**src/rtl/div_unit_pkg.sv**
```systemverilog
// Shared opcode and state definitions for the iterative RV32M divider.
package div_unit_pkg;

  localparam logic [1:0] DIV_OP_DIV  = 2'b00;
  localparam logic [1:0] DIV_OP_DIVU = 2'b01;
  localparam logic [1:0] DIV_OP_REM  = 2'b10;
  localparam logic [1:0] DIV_OP_REMU = 2'b11;

  typedef enum logic [1:0] {
    DIV_S_IDLE = 2'b00,
    DIV_S_CALC = 2'b01,
    DIV_S_FIN  = 2'b10,
    DIV_S_DONE = 2'b11
  } div_state_e;

  // funct3[0] clear selects the signed variants (DIV/REM).
  function automatic logic is_signed_op(input logic [1:0] op);
    return ~op[0];
  endfunction

endpackage

```
**src/rtl/div_unit_step.sv**
```systemverilog
// One restoring shift-subtract iteration on the {R,Q} register pair.
module div_step #(
  parameter int XLEN = 32
) (
  input  logic [XLEN-1:0] r,
  input  logic [XLEN-1:0] q,
  input  logic [XLEN-1:0] b,
  output logic [XLEN-1:0] r_next,
  output logic [XLEN-1:0] q_next
);

  logic [XLEN:0] r_shift;
  logic [XLEN:0] trial;

  // The shifted remainder can reach 2*b-1, so it keeps R's old MSB.
  assign r_shift = {r, q[XLEN-1]};
  assign trial   = r_shift - {1'b0, b};

  always_comb begin
    r_next = r_shift[XLEN-1:0];
    q_next = {q[XLEN-2:0], 1'b0};
    if (!trial[XLEN]) begin
      r_next    = trial[XLEN-1:0];
      q_next[0] = 1'b1;
    end
  end

endmodule

```
**src/rtl/div_unit.sv**
```systemverilog
// Multi-cycle restoring divider for DIV/DIVU/REM/REMU with start/done handshake.
module div_unit
  import div_unit_pkg::*;
#(
  parameter int XLEN  = 32,
  parameter int CNT_W = 5
) (
  input  logic            clk_i,
  input  logic            rst_i,
  input  logic            start_i,
  input  logic [1:0]      op_i,
  input  logic [XLEN-1:0] a_i,
  input  logic [XLEN-1:0] b_i,
  output logic            busy_o,
  output logic            done_o,
  output logic [XLEN-1:0] result_o
);

  localparam logic [XLEN-1:0] MIN_NEG = {1'b1, {(XLEN-1){1'b0}}};

  div_state_e      state_reg, state_next;
  logic [XLEN-1:0] r_reg, q_reg, b_reg, result_reg;
  logic [CNT_W-1:0] count_reg;
  logic            rem_sel_reg, neg_q_reg, neg_r_reg;

  logic [XLEN-1:0] r_step, q_step;
  logic [XLEN-1:0] a_abs, b_abs;
  logic            accept, signed_op, div_zero, overflow, special;

  assign accept    = start_i && ((state_reg == DIV_S_IDLE) || (state_reg == DIV_S_DONE));
  assign signed_op = is_signed_op(op_i);
  assign a_abs     = (signed_op && a_i[XLEN-1]) ? -a_i : a_i;
  assign b_abs     = (signed_op && b_i[XLEN-1]) ? -b_i : b_i;
  assign div_zero  = (b_i == '0);
  assign overflow  = signed_op && (a_i == MIN_NEG) && (b_i == '1);
  assign special   = div_zero || overflow;

  div_step #(.XLEN(XLEN)) u_step (
    .r      (r_reg),
    .q      (q_reg),
    .b      (b_reg),
    .r_next (r_step),
    .q_next (q_step)
  );

  always_comb begin
    state_next = state_reg;
    case (state_reg)
      DIV_S_IDLE: if (accept) state_next = special ? DIV_S_FIN : DIV_S_CALC;
      DIV_S_CALC: if (count_reg == '1) state_next = DIV_S_FIN;
      DIV_S_FIN:  state_next = DIV_S_DONE;
      DIV_S_DONE: begin
        if (accept) state_next = special ? DIV_S_FIN : DIV_S_CALC;
        else        state_next = DIV_S_IDLE;
      end
      default:    state_next = DIV_S_IDLE;
    endcase
  end

  always_ff @(posedge clk_i) begin
    if (rst_i) begin
      state_reg <= DIV_S_IDLE;
    end else begin
      state_reg <= state_next;
    end
  end

  always_ff @(posedge clk_i) begin
    if (rst_i) begin
      r_reg       <= '0;
      q_reg       <= '0;
      b_reg       <= '0;
      result_reg  <= '0;
      count_reg   <= '0;
      rem_sel_reg <= 1'b0;
      neg_q_reg   <= 1'b0;
      neg_r_reg   <= 1'b0;
    end else if (accept) begin
      rem_sel_reg <= op_i[1];
      b_reg       <= b_abs;
      count_reg   <= '0;
      // Special results are final values; sign fix-up must not touch them.
      if (div_zero) begin
        q_reg     <= '1;
        r_reg     <= a_i;
        neg_q_reg <= 1'b0;
        neg_r_reg <= 1'b0;
      end else if (overflow) begin
        q_reg     <= MIN_NEG;
        r_reg     <= '0;
        neg_q_reg <= 1'b0;
        neg_r_reg <= 1'b0;
      end else begin
        q_reg     <= a_abs;
        r_reg     <= '0;
        neg_q_reg <= signed_op && (a_i[XLEN-1] ^ b_i[XLEN-1]);
        neg_r_reg <= signed_op && a_i[XLEN-1];
      end
    end else if (state_reg == DIV_S_CALC) begin
      r_reg     <= r_step;
      q_reg     <= q_step;
      count_reg <= count_reg + CNT_W'(1);
    end else if (state_reg == DIV_S_FIN) begin
      if (rem_sel_reg) result_reg <= neg_r_reg ? -r_reg : r_reg;
      else             result_reg <= neg_q_reg ? -q_reg : q_reg;
    end
  end

  assign busy_o   = (state_reg == DIV_S_CALC) || (state_reg == DIV_S_FIN);
  assign done_o   = (state_reg == DIV_S_DONE);
  assign result_o = result_reg;

endmodule

```
**config.mk**
```make
export PLATFORM = sky130hd
export DESIGN_NAME = div_unit
export DESIGN_NICKNAME = d
export VERILOG_FILES = /design/src/rtl/div_unit_pkg.sv /design/src/rtl/div_unit_step.sv /design/src/rtl/div_unit.sv
export SDC_FILE = /design/constraint.sdc
export NUM_CORES = 1
export LEC_CHECK = 0
export BUFFER_PORTS_ARGS = -buffer_cell sky130_fd_sc_hd__buf_2
export CORE_MARGIN = 4
export CORE_UTILIZATION = 41
export CTS_BUF_LIST = sky130_fd_sc_hd__clkbuf_4
export DETAILED_ROUTE_END_ITERATION = 10
export PLACE_DENSITY = 0.63
export SYNTH_ARGS = -nofsm -noshare
export SYNTH_HDL_FRONTEND = slang
export SYNTH_SLANG_ARGS = --single-unit
```
**constraint.sdc**
```tcl
create_clock -name clk_i -period 5.3 [get_ports clk_i]
set_input_delay 1.06 -clock clk_i [delete_from_list [all_inputs] [get_ports clk_i]]
set_output_delay 1.06 -clock clk_i [all_outputs]
set_load 0.02 [all_outputs]
```
==> reports/qor.txt <==
Cell seen most often among critical-path stages: nand2_1
Endpoints failing setup: 0
Worst Path Max Fanout: 21
HPWL Detailed: 27400 um
Number of buffers created by CTS: 17
Crit. End Element: flip-flop
Starting density of the core: 41.8%
Chain of cells forming the critical path: ha_1, nor2b_1, o31ai_1, a21o_1, nand2_1, a31oi_1, o21a_1, nand2_1, buf_4, mux2i_1, a2111oi_0
Total nets after synthesis: 1535
I/O Pins: 103
Data required time at the worst endpoint: 5.77 ns
Sequential share of power: 25.4%
Worst Hold Path Cells: 2
Max Cap Viol: 0
DIE WIDTH: 169 um
List of most frequent post-synthesis cells: nor2_1 (164), dfxtp_1 (138), a21oi_1 (126), o21ai_0 (114), nand2_1 (103)
Portion of synthesized cell area occupied by the leading cell type: 26.1%
Final critical delay including setup and external delays: 4.00 ns
Tightest hold margin: 0.471 ns
Static leakage: 4.38 nW
Die Y-Extent: 169 um
Switching component of the power: 3.53 mW
Count of hold buffers inserted by post-cts repair: 0
Avg WL per Cell: 19.9 um
Proportion of power drawn by combinational gates: 64.9%
Achievable Freq: 250 MHz
Area of the die: 28500 sq um
Maximum number of pins on one net before global-route repair: 84
Violation count after the first detailed-routing iteration: 1096
Final Max Slew Viols: 0
Post-synthesis sequential area ratio: 26.1%
Stages on worst setup path: 11
Proportion of total power due to net switching: 53.2%
Hold WC Path Type: reg2reg
Clock root buffer: clkbuf_4
Dominant synthesized flop cell: dfxtp_1
Leading cell type by number of instances after synthesis: nor2_1
H-tree Lvls: 4
Clock slew seen by the registers of the worst setup and hold paths: 0.12 ns
Largest voltage drop on the vdd net: 0.502 mV
Post-Syn Instances: 1422
Total number of clock tree sinks: 138
Arr. time, crit path: 4.47 ns
Fraction of registers with async set or reset after synthesis: 0%
Setup repair after global routing missed its margin: false
Buffers plus inverters on the worst setup path: 1
Worst setup SP type: flip-flop
Aggregate routed wire length: 36100 um
Final hold viol count: 0
Net total in the final layout: 1586
Accumulated negative setup slack: 0 ns
Relative slew margins: 26.9%
Growth of design area from synthesis to finish: 8.83%
Highest cell delay on the worst timing path: 0.68 ns
CTS tree: done
Overall Power: 6.62 mW
Vias in the first global route: 10.0k
Cell Pwr Density: 574 nW/um^2
Unique masters post-synth: 69
Global route total overflow: 0
Number of flops mapped to enable cells by yosys: 0
Vias per Instance: 6.03
Internal power component: 3.10 mW
Total setup buffers inserted after CTS: 0
Power share of the clock group: 9.6%
Core area: 25300 sq um
Run status: finished, final reports clean
Synth area leaders: dfxtp_1 (26%), a21oi_1 (6.0%), nor2_1 (5.8%), xnor2_1 (5.8%), xor2_1 (5.5%)
Antenna violations before repair: 3
Fraction of final layout cells sized beyond drive strength 1: 11.5%
GPL Wtd Cong: 0.923
Post-Synthesis Mean Instance Area: 7.45 sq um
Count of instances resized after the clock tree is built: 0
CP top delay family: compound AO/OA/AOI/OAI gates
Cell type with the highest aggregate area in the netlist: dfxtp_1
Transition time at the pin with the least slew margin: 1.09 ns
Global-route wire length before repair: 57000 um
Post-synthesis instance area: 10600 sq um
Crit path max-delay cell type: o21a_1
Overall fraction of global-route tracks in use: 25.0%
Largest clock skew in the final design: 0.0214 ns
Worst-case clock buffer depth: 2
Remaining design rule violation count: 0
Number of vias in the routed layout: 11.0k
Part of the cycle the worst path needs: 75.5%
Final design utilization: 45.5%
Number of synthesized register bits: 138
Site Rows: 58
Count of antenna-violating nets left after detailed routing: 0
Total of warnings raised by yosys: 0
Path type of the worst setup path: reg2reg
Clock latency of the later-clocked register in the worst-skew pair: 0.59 ns
I/O Buffers: 102
Length of the first detailed-routing pass in iterations: 6
Reg2reg path depth: 11
## worst min-delay path: stages (launching register included)
cell and delay, ns:
dfxtp_1 0.34, nand2_1 0.05, a21oi_1 0.05
## metal layers
layer / vias up / track usage (%) / part of all wire, %
met1: 5145 / 35.4 / 46
met5: - / 0 / 0.055
met3: 61 / 3.90 / 6.7
li1: 5319 / - / -
met2: 435 / 39.6 / 45
met4: 4 / 6.49 / 2.3
## final timing paths
path,slack (ns),end,startpoint
max,1.30,r_reg[28],r_reg[1]
min reg2reg,0.47,neg_q_reg,neg_q_reg
min,0.47,neg_q_reg,neg_q_reg
max reg2reg,1.30,r_reg[28],r_reg[1]
## cells in the final DEF (no fill, tap or decap), types with 13 or more instances in the layout
cell type,Yosys,layout
dfxtp_1,138,137
or3_1,28,28
xor2_1,67,67
or4_1,13,13
nor4_1,13,13
nand4_1,16,16
a221oi_1,14,14
xnor2_1,70,70
inv_1,62,62
a2111oi_0,16,16
a211oi_1,52,52
clkbuf_4,0,17
o31ai_1,32,32
o21ai_0,114,114
nand3_1,26,26
a31oi_1,16,16
nand2_1,103,103
ha_1,43,43
buf_4,1,14
buf_2,4,101
nor3_1,38,37
a21oi_1,126,126
o22ai_1,13,13
nor2_1,164,164
mux2i_1,28,28
## cells by family (layout without fill, tap and decap cells)
logic type | Yosys count | after routing | share of synthesized area, %
muxes | 32 | 32 | 3.07
buffers and inverters | 146 | 210 | 5.44
and+or+nand+nor | 461 | 461 | 20.8
xor gates and xnor gates | 137 | 137 | 11.3
other | 0 | 2 | 0
adders and majority gates | 44 | 44 | 5.27
DFF | 138 | 138 | 26.1
AOI/OAI and AO/OA | 464 | 464 | 28.1
## power groups by stage
| stage | Sequential [mW] | Clock (mW) | Combinational (mW) |
|---|---|---|---|
| final | 1.69 | 0.638 | 4.30 |
| after global routing | 1.72 | 0.694 | 4.74 |
| after CTS | 1.67 | 0.649 | 4.24 |
| after detailed placement | 1.70 | 0 | 4.21 |
| after global placement | 1.69 | 0 | 4.20 |
| after floorplan | 1.57 | 0 | 3.20 |
## through the flow
stage,instances,setup slack [ns],cell area (sq um)
after global routing,1818,0.817,11500
final,1818,1.30,11500
after floorplan,1422,1.93,10600
after global placement,1784,1.43,11300
after detailed placement,1784,1.41,11300
after CTS,1816,1.38,11500
## layout make-up
class / instances / area [sq um]
Clock inverter: 15 / 104
Antenna cell: 2 / 5.00
Clock buffer: 17 / 128
Timing Repair Buffer: 115 / 611
Fill cell: 2626 / 13800
Tap cell: 330 / 413
Multi-Input combinational cell: 1138 / 7270
Sequential cell: 138 / 2760
Inverter: 63 / 236
(Power assumes the default switching activity.)
